$ cat src/rtl/wb_arbiter2.sv
// rtl/wb_arbiter2.sv - two-master Wishbone arbiter with bus lock and ack watchdog
module wb_arbiter2 #(
    parameter int round_robin = 1,
    parameter int timeout     = 15
) (
    input  logic        clk,
    input  logic        reset,
    input  logic [1:0]  m_cyc_i,
    input  logic [1:0]  m_stb_i,
    input  logic [1:0]  m_we_i,
    input  logic [63:0] m_adr_i,
    input  logic [7:0]  m_sel_i,
    input  logic [63:0] m_dat_i,
    output logic [31:0] m_dat_o,
    output logic [1:0]  m_ack_o,
    output logic [1:0]  m_err_o,
    output logic        s_cyc_o,
    output logic        s_stb_o,
    output logic        s_we_o,
    output logic [31:0] s_adr_o,
    output logic [3:0]  s_sel_o,
    output logic [31:0] s_dat_o,
    input  logic [31:0] s_dat_i,
    input  logic        s_ack_i,
    output logic [1:0]  gnt
);

    typedef enum logic [1:0] {IDLE, OWN0, OWN1} state_t;

    localparam logic [7:0] TIMEOUT_W = 8'(timeout);

    state_t     state;
    logic       last_gnt;
    logic [7:0] wd;

    logic       own;
    logic       owner;
    logic       owner_stb;
    logic       timeout_hit;
    logic [1:0] req;

    always_comb begin
        own         = (state != IDLE);
        owner       = (state == OWN1);
        owner_stb   = m_stb_i[owner];
        req         = m_cyc_i & m_stb_i;
        // An ack landing in the watchdog cycle completes the access instead of erroring it.
        timeout_hit = (TIMEOUT_W != 8'd0) && own && owner_stb && !s_ack_i && (wd == TIMEOUT_W);
    end

    always_comb begin
        s_cyc_o = own & m_cyc_i[owner] & ~timeout_hit;
        s_stb_o = own & owner_stb & ~timeout_hit;
        s_we_o  = own & m_we_i[owner];
        s_adr_o = owner ? m_adr_i[63:32] : m_adr_i[31:0];
        s_sel_o = owner ? m_sel_i[7:4]   : m_sel_i[3:0];
        s_dat_o = owner ? m_dat_i[63:32] : m_dat_i[31:0];
        m_dat_o = s_dat_i;
        m_ack_o = {own & owner & s_ack_i, own & ~owner & s_ack_i};
        m_err_o = {owner & timeout_hit, ~owner & timeout_hit};
    end

    always_ff @(posedge clk) begin
        if (reset) begin
            state    <= IDLE;
            gnt      <= 2'b00;
            last_gnt <= 1'b1;
            wd       <= 8'd0;
        end else begin
            if (!own || s_ack_i || !owner_stb || timeout_hit)
                wd <= 8'd0;
            else
                wd <= wd + 8'd1;

            case (state)
                IDLE: begin
                    if (req == 2'b11) begin
                        if (round_robin != 0 && !last_gnt) begin
                            state <= OWN1;
                            gnt   <= 2'b10;
                        end else begin
                            state <= OWN0;
                            gnt   <= 2'b01;
                        end
                    end else if (req[0]) begin
                        state <= OWN0;
                        gnt   <= 2'b01;
                    end else if (req[1]) begin
                        state <= OWN1;
                        gnt   <= 2'b10;
                    end
                end
                OWN0: begin
                    if (!m_cyc_i[0]) begin
                        state    <= IDLE;
                        gnt      <= 2'b00;
                        last_gnt <= 1'b0;
                    end
                end
                OWN1: begin
                    if (!m_cyc_i[1]) begin
                        state    <= IDLE;
                        gnt      <= 2'b00;
                        last_gnt <= 1'b1;
                    end
                end
                default: begin
                    state <= IDLE;
                    gnt   <= 2'b00;
                end
            endcase
        end
    end

endmodule

$ cat config.mk
export PLATFORM = sky130hd
export DESIGN_NAME = wb_arbiter2
export DESIGN_NICKNAME = d
export VERILOG_FILES = /design/src/rtl/wb_arbiter2.sv
export SDC_FILE = /design/constraint.sdc
export NUM_CORES = 1
export LEC_CHECK = 0
export CAP_MARGIN = 20
export CORE_AREA = 2 2 111 113
export CTS_BUF_LIST = sky130_fd_sc_hd__clkbuf_16
export DETAILED_ROUTE_END_ITERATION = 10
export DIE_AREA = 0 0 113 115
export MAX_ROUTING_LAYER = met4
export RECOVER_POWER = 100
export SLEW_MARGIN = 40
export SYNTH_ARGS = -nofsm -noshare
export SYNTH_HDL_FRONTEND = slang
export SYNTH_SLANG_ARGS = --single-unit
$ cat constraint.sdc
create_clock -name clk -period 5 [get_ports clk]
set_input_delay 1 -clock clk [delete_from_list [all_inputs] [get_ports clk]]
set_output_delay 1 -clock clk [all_outputs]
set_load 0.05 [all_outputs]
==> Word level (Yosys, flattened, before mapping) <==
Index checks and enable logic that the tools add are counted.
{ "totals": {"register_bits": 11, "input_bits": 177, "output_inout_bits": 109, "word_cells": 60} }
{ "op_classes": {"add_sub_neg": 1, "magnitude_cmp": 1, "n_eq_ne": 7, "n_mux": 19, "n_bitwise": 14, "reduce_logical": 15} }
{ "ops": {"columns": ["op", "count"], "rows": [
  ["$mux W32", 2],
  ["$mux W2", 6],
  ["$and A1 B1 Y1", 11],
  ["$add A8 B1 Y8 const B", 1],
  ["$eq A8 B4 Y1 const B", 1],
  ["$mux W1", 8],
  ["$pmux W2 S3", 1],
  ["$reduce_and A3 Y1", 2],
  ["$eq A2 B2 Y1 const B", 2],
  ["$mux W4", 1],
  ["$ne A2 B2 Y1 const B", 2],
  ["$ne A4 B4 Y1 const B", 1],
  ["$reduce_bool A2 Y1", 2],
  ["$logic_and A1 B1 Y1", 3],
  ["$logic_not A1 Y1", 3],
  ["$logic_or A1 B1 Y1", 3],
  ["$and A2 B2 Y2", 1],
  ["$eq A2 B1 Y1 const B", 1],
  ["$logic_not A2 Y1", 1],
  ["$lt A1 B2 Y1 const B", 1],
  ["$not A1 Y1", 2],
  ["$pmux W1 S2", 1],
  ["$reduce_or A2 Y1", 1]
]} }

==> Depth between registers and ports, before layout <==
{ "depth": {"word_depth": 8, "ltp_mapped": 6, "depth_no_buf": 4} }

==> Least setup slack after synthesis <==
No wires, ideal clock.
{ "synth_path": {"kind": "input-to-output", "start": "input port m_stb_i[1]", "end": "output port s_stb_o", "arrival_ps": 2006, "required_time_ps": 4000, "setup_slack_ps": 1994, "path_stages": 3, "n_path_buf": 0, "path_cell_list": "nand3b_1 > a2111oi_4 > a21oi_1"} }
{ "synth_via": {"elab_chain_cells": 7, "word_cells_on_any_way": 8, "cone_classes": "2 x mux; 3 x bitwise; 3 x reduce/logical"} }
{ "synth_lines": {"columns": ["element", "line", "text"], "rows": [
  ["from (decl)", "9", "input logic [1:0] m_stb_i,"],
  ["$mux W1 (not written as such) (*) (2 in a row)", "45", "owner_stb = m_stb_i[owner];"],
  ["$logic_and A1 B1 Y1 (3 in a row)", "48", "timeout_hit = (TIMEOUT_W != 8'd0) && own && owner_stb && !s_ack_i && (wd == TIMEOUT_W);"],
  ["$not A1 Y1", "53", "s_stb_o = own & owner_stb & ~timeout_hit;"],
  ["$and A1 B1 Y1 (*)", "53", null],
  ["to (decl)", "18", "output logic s_stb_o,"]
]} }
Mark *: on every way between the ends. The rest lies on a longest branch, timed or not. The select of a mux whose other input is x is not followed.

==> Final worst setup path <==
{ "layout_path": {"start": "register state[0]", "end": "output port s_dat_o[1]"} }
{ "layout_via": {"elab_chain_cells": 2} }
{ "layout_lines": {"columns": ["element", "line", "text"], "rows": [
  ["from (decl)", "32", "state_t state;"],
  ["from (signal assigned)", "65", "state <= IDLE;"],
  ["from (signal assigned)", "79", "state <= OWN1;"],
  ["from (signal assigned)", "82", "state <= OWN0;"],
  ["$eq A2 B2 Y1", "44", "owner = (state == OWN1);"],
  ["$mux W32", "57", "s_dat_o = owner ? m_dat_i[63:32] : m_dat_i[31:0];"],
  ["to (decl)", "22", "output logic [31:0] s_dat_o,"]
]} }
Every way passes these cells.

==> results.cfg <==
[detailed_routing]
vias = 2521
route.detailed.drc = 20
antenna_left = 0
viasPerCell = 3.902
dr.first_iter.drc_count = 119
routed_wl_um = 8120
avgRoutedWirePerCell_um = 12.57
firstDrtPassIters = 7

[min_path]
hp-class = flop to flop
min-delay-start = wd[0]
min_to = wd[0]
min_path_cells = 1

[sta]
slew_headroom = 0.3270
timing.hold.ws_ns = 0.4666
min_period_ns = 4.213
clock.fmax_mhz = 237.3
fin_setup_tns_ns = 0
clock_skew_ns = 0.0008879
tightestPinTransition_ns = 1.010
timing.final.crit_share = 0.8427
layout_setup_ws_ns = 0.7867
slew_violations = 0
finalSetupViolCount = 0
grt_setup_unrepaired = false
finalHoldViolCount = 0

[clocking]
cts_hold_buf = 0
cts_resized = 0
post_cts_buffers = 0
cts.path.max_buffers = 2
clk_latency_ns = 0.24
htree_num_levels = 1
clock-sinks = 11
cts_buffers = 3
cts_tree = built
clk_pin_slew_ns = 0.04
ctsRootBufferMaster = clkbuf_16

[global_route]
grt_max_degree = 38
grt_pass1_vias = 2444
grt_overflow_total = 0
grt_pass1_wl_um = 12120
antenna_found_initial = 0
grt.total_usage = 0.1155

[pwr]
power_frac_seq = 0.137
p_sw_frac = 0.4373
pwr_density_cell_nw_per_um2 = 174.0
peakVddDrop_v = 0.0001600
pwr-share-clk = 0.211
cell_internal_pwr_uw = 380.4
p_sw_uw = 295.6
leakage_uw = 0.001765
p_comb_frac = 0.651

[synthesis]
synth_seq_area_share = 0.1331
yosysMostFrequentCell = nand2_1
synthArstFlopShare = 0
postSynthAreaPerCell_um2 = 5.185
yosys-top-cells-count = 206 x nand2_1, 32 x buf_4, 15 x clkbuf_1, 11 x dfxtp_1, 9 x nor2_1
synth_area_leader_cell = nand2_1
synth_top_flop_cell = dfxtp_1
syn-cell-area_um2 = 1654
ys_top_cells_by_area = nand2_1 47%, buf_4 15%, dfxtp_1 13%, clkbuf_1 3.4%, nor2_1 2.0%
syn_inst = 319
yosysTopAreaCellShare = 0.4675
ys_types = 31
synth_edf_count = 0
ys_ff_latch = 11
yosys_warnings = 0
synth_nets = 497

[floorplan]
num_rows = 40
fp.dieW_um = 113
io_pins = 286
fp.coreArea_um2 = 11810
die_area_um2 = 13000
start_util = 0.1400
dieHeight_um = 115

[worst_setup_path]
crit_type = flop to output pin
slowest_delay_ns = 0.89
critPathCaptureType = output pin
crit_fanout = 30
slowest_stage = dlygate4sd3_1
reg2regPathDepth = 4
reg2reg_to = wd[4]
worstPathRequired_ns = 4.00
cp_common_cell = nand2_1
critPathArrivalTime_ns = 3.21
cp.buffers_inverters = 2
cp_top_family = buffers and inverters
cp-startpoint = state[0]
reg2reg_setup_slack_ns = 3.29
worstPathCellList = nand2b_1, buf_4, nand2_1, nand2_1, dlygate4sd3_1
start_kind = flop
reg2reg_from = wd[0]

[cells_and_area]
fillers = 1302
multi_input_area_um2 = 1119
antenna_cells = 0
syn_to_final_growth_pct = 134.9
final_layout_size_suffix_gt1_frac = 0.02004
final_core_util = 0.3289
fin_cells = 646
ff_latch_area_um2 = 220.2
finalNetCount = 678

[placement]
place_congestion = 0.7223
io_buffers = 221
place_ws_ns = 0.9161
dpl.hpwl_um = 6694
dp_cells = 641

[status]
status = complete, but fails checks
violations = DRC

[job]
maxCapViolations = 0
layout make-up:
class | instances | area share
well taps | 147 | 0.04734
clock buffers | 3 | 0.01932
multi-input cells | 256 | 0.2879
inverters | 3 | 0.002899
flip-flops and latches | 11 | 0.05668
clock inverters | 1 | 0.0009662
repair buffers | 225 | 0.5849
worst max path at each step:
stage	end	depth (start not counted)
5_1_grt	s_dat_o[3]	5
3_5_place_dp	m_err_o[0]	5
3_3_place_gp	m_err_o[0]	5
4_1_cts	m_err_o[1]	5
6_report	s_dat_o[1]	5
2_1_floorplan	s_stb_o	3
sequential cells by signal (all words and copies together) (netlist names):
signal,flops
last_gnt,1
state,2
wd,8
power by group through the flow:
| stage | clock (µW) | combinational (µW) | sequential (µW) |
|---|---|---|---|
| 2_1_floorplan | 0 | 304 | 95.7 |
| 3_3_place_gp | 0 | 459 | 94.5 |
| 3_5_place_dp | 0 | 460 | 94.5 |
| 4_1_cts | 147 | 463 | 93.0 |
| 5_1_grt | 153 | 464 | 93.3 |
| 6_report | 143 | 440 | 92.9 |
per-layer routing:
metal	track usage	wire [µm]	vias up
met5	-	0	-
met4	0.03659	163	0
met3	0.02794	829	17
met1	0.1370	3225	1068
li1	-	-	1307
met2	0.1936	3901	129
per-stage QoR:
stage | cell area [µm²] | total power, µW
floorplan | 1654 | 399.7
global placement | 3790 | 553.7
detailed placement | 3790 | 554.6
CTS | 3869 | 703.0
global route | 3885 | 710.8
finish | 3885 | 676.0
cells in the final DEF (no fill, tap or decap), types with 2 or more instances in the layout:
| cell type | instances |
|---|---|
| a21oi_1 | 6 |
| and2_1 | 4 |
| buf_4 | 2 |
| clkbuf_16 | 4 |
| clkdlybuf4s50_1 | 142 |
| dfxtp_1 | 11 |
| dlygate4sd3_1 | 79 |
| inv_1 | 4 |
| nand2_1 | 206 |
| nand2b_1 | 2 |
| nand3_1 | 3 |
| nand3b_1 | 2 |
| nor2_1 | 9 |
| o21ai_0 | 4 |
| or3_1 | 3 |
| xnor2_1 | 2 |
cell families (layout without fill, tap and decap cells):
kind of cell,after synthesis,count (layout),share of synthesized area
AOI/OAI and AO/OA,17,17,0.08094
xor gates and xnor gates,3,3,0.01589
adders and majority gates,1,1,0.007563
buffers and inverters,52,232,0.1914
DFF,11,11,0.1331
and+or+nand+nor,235,235,0.5711
(Power assumes the default switching activity.)
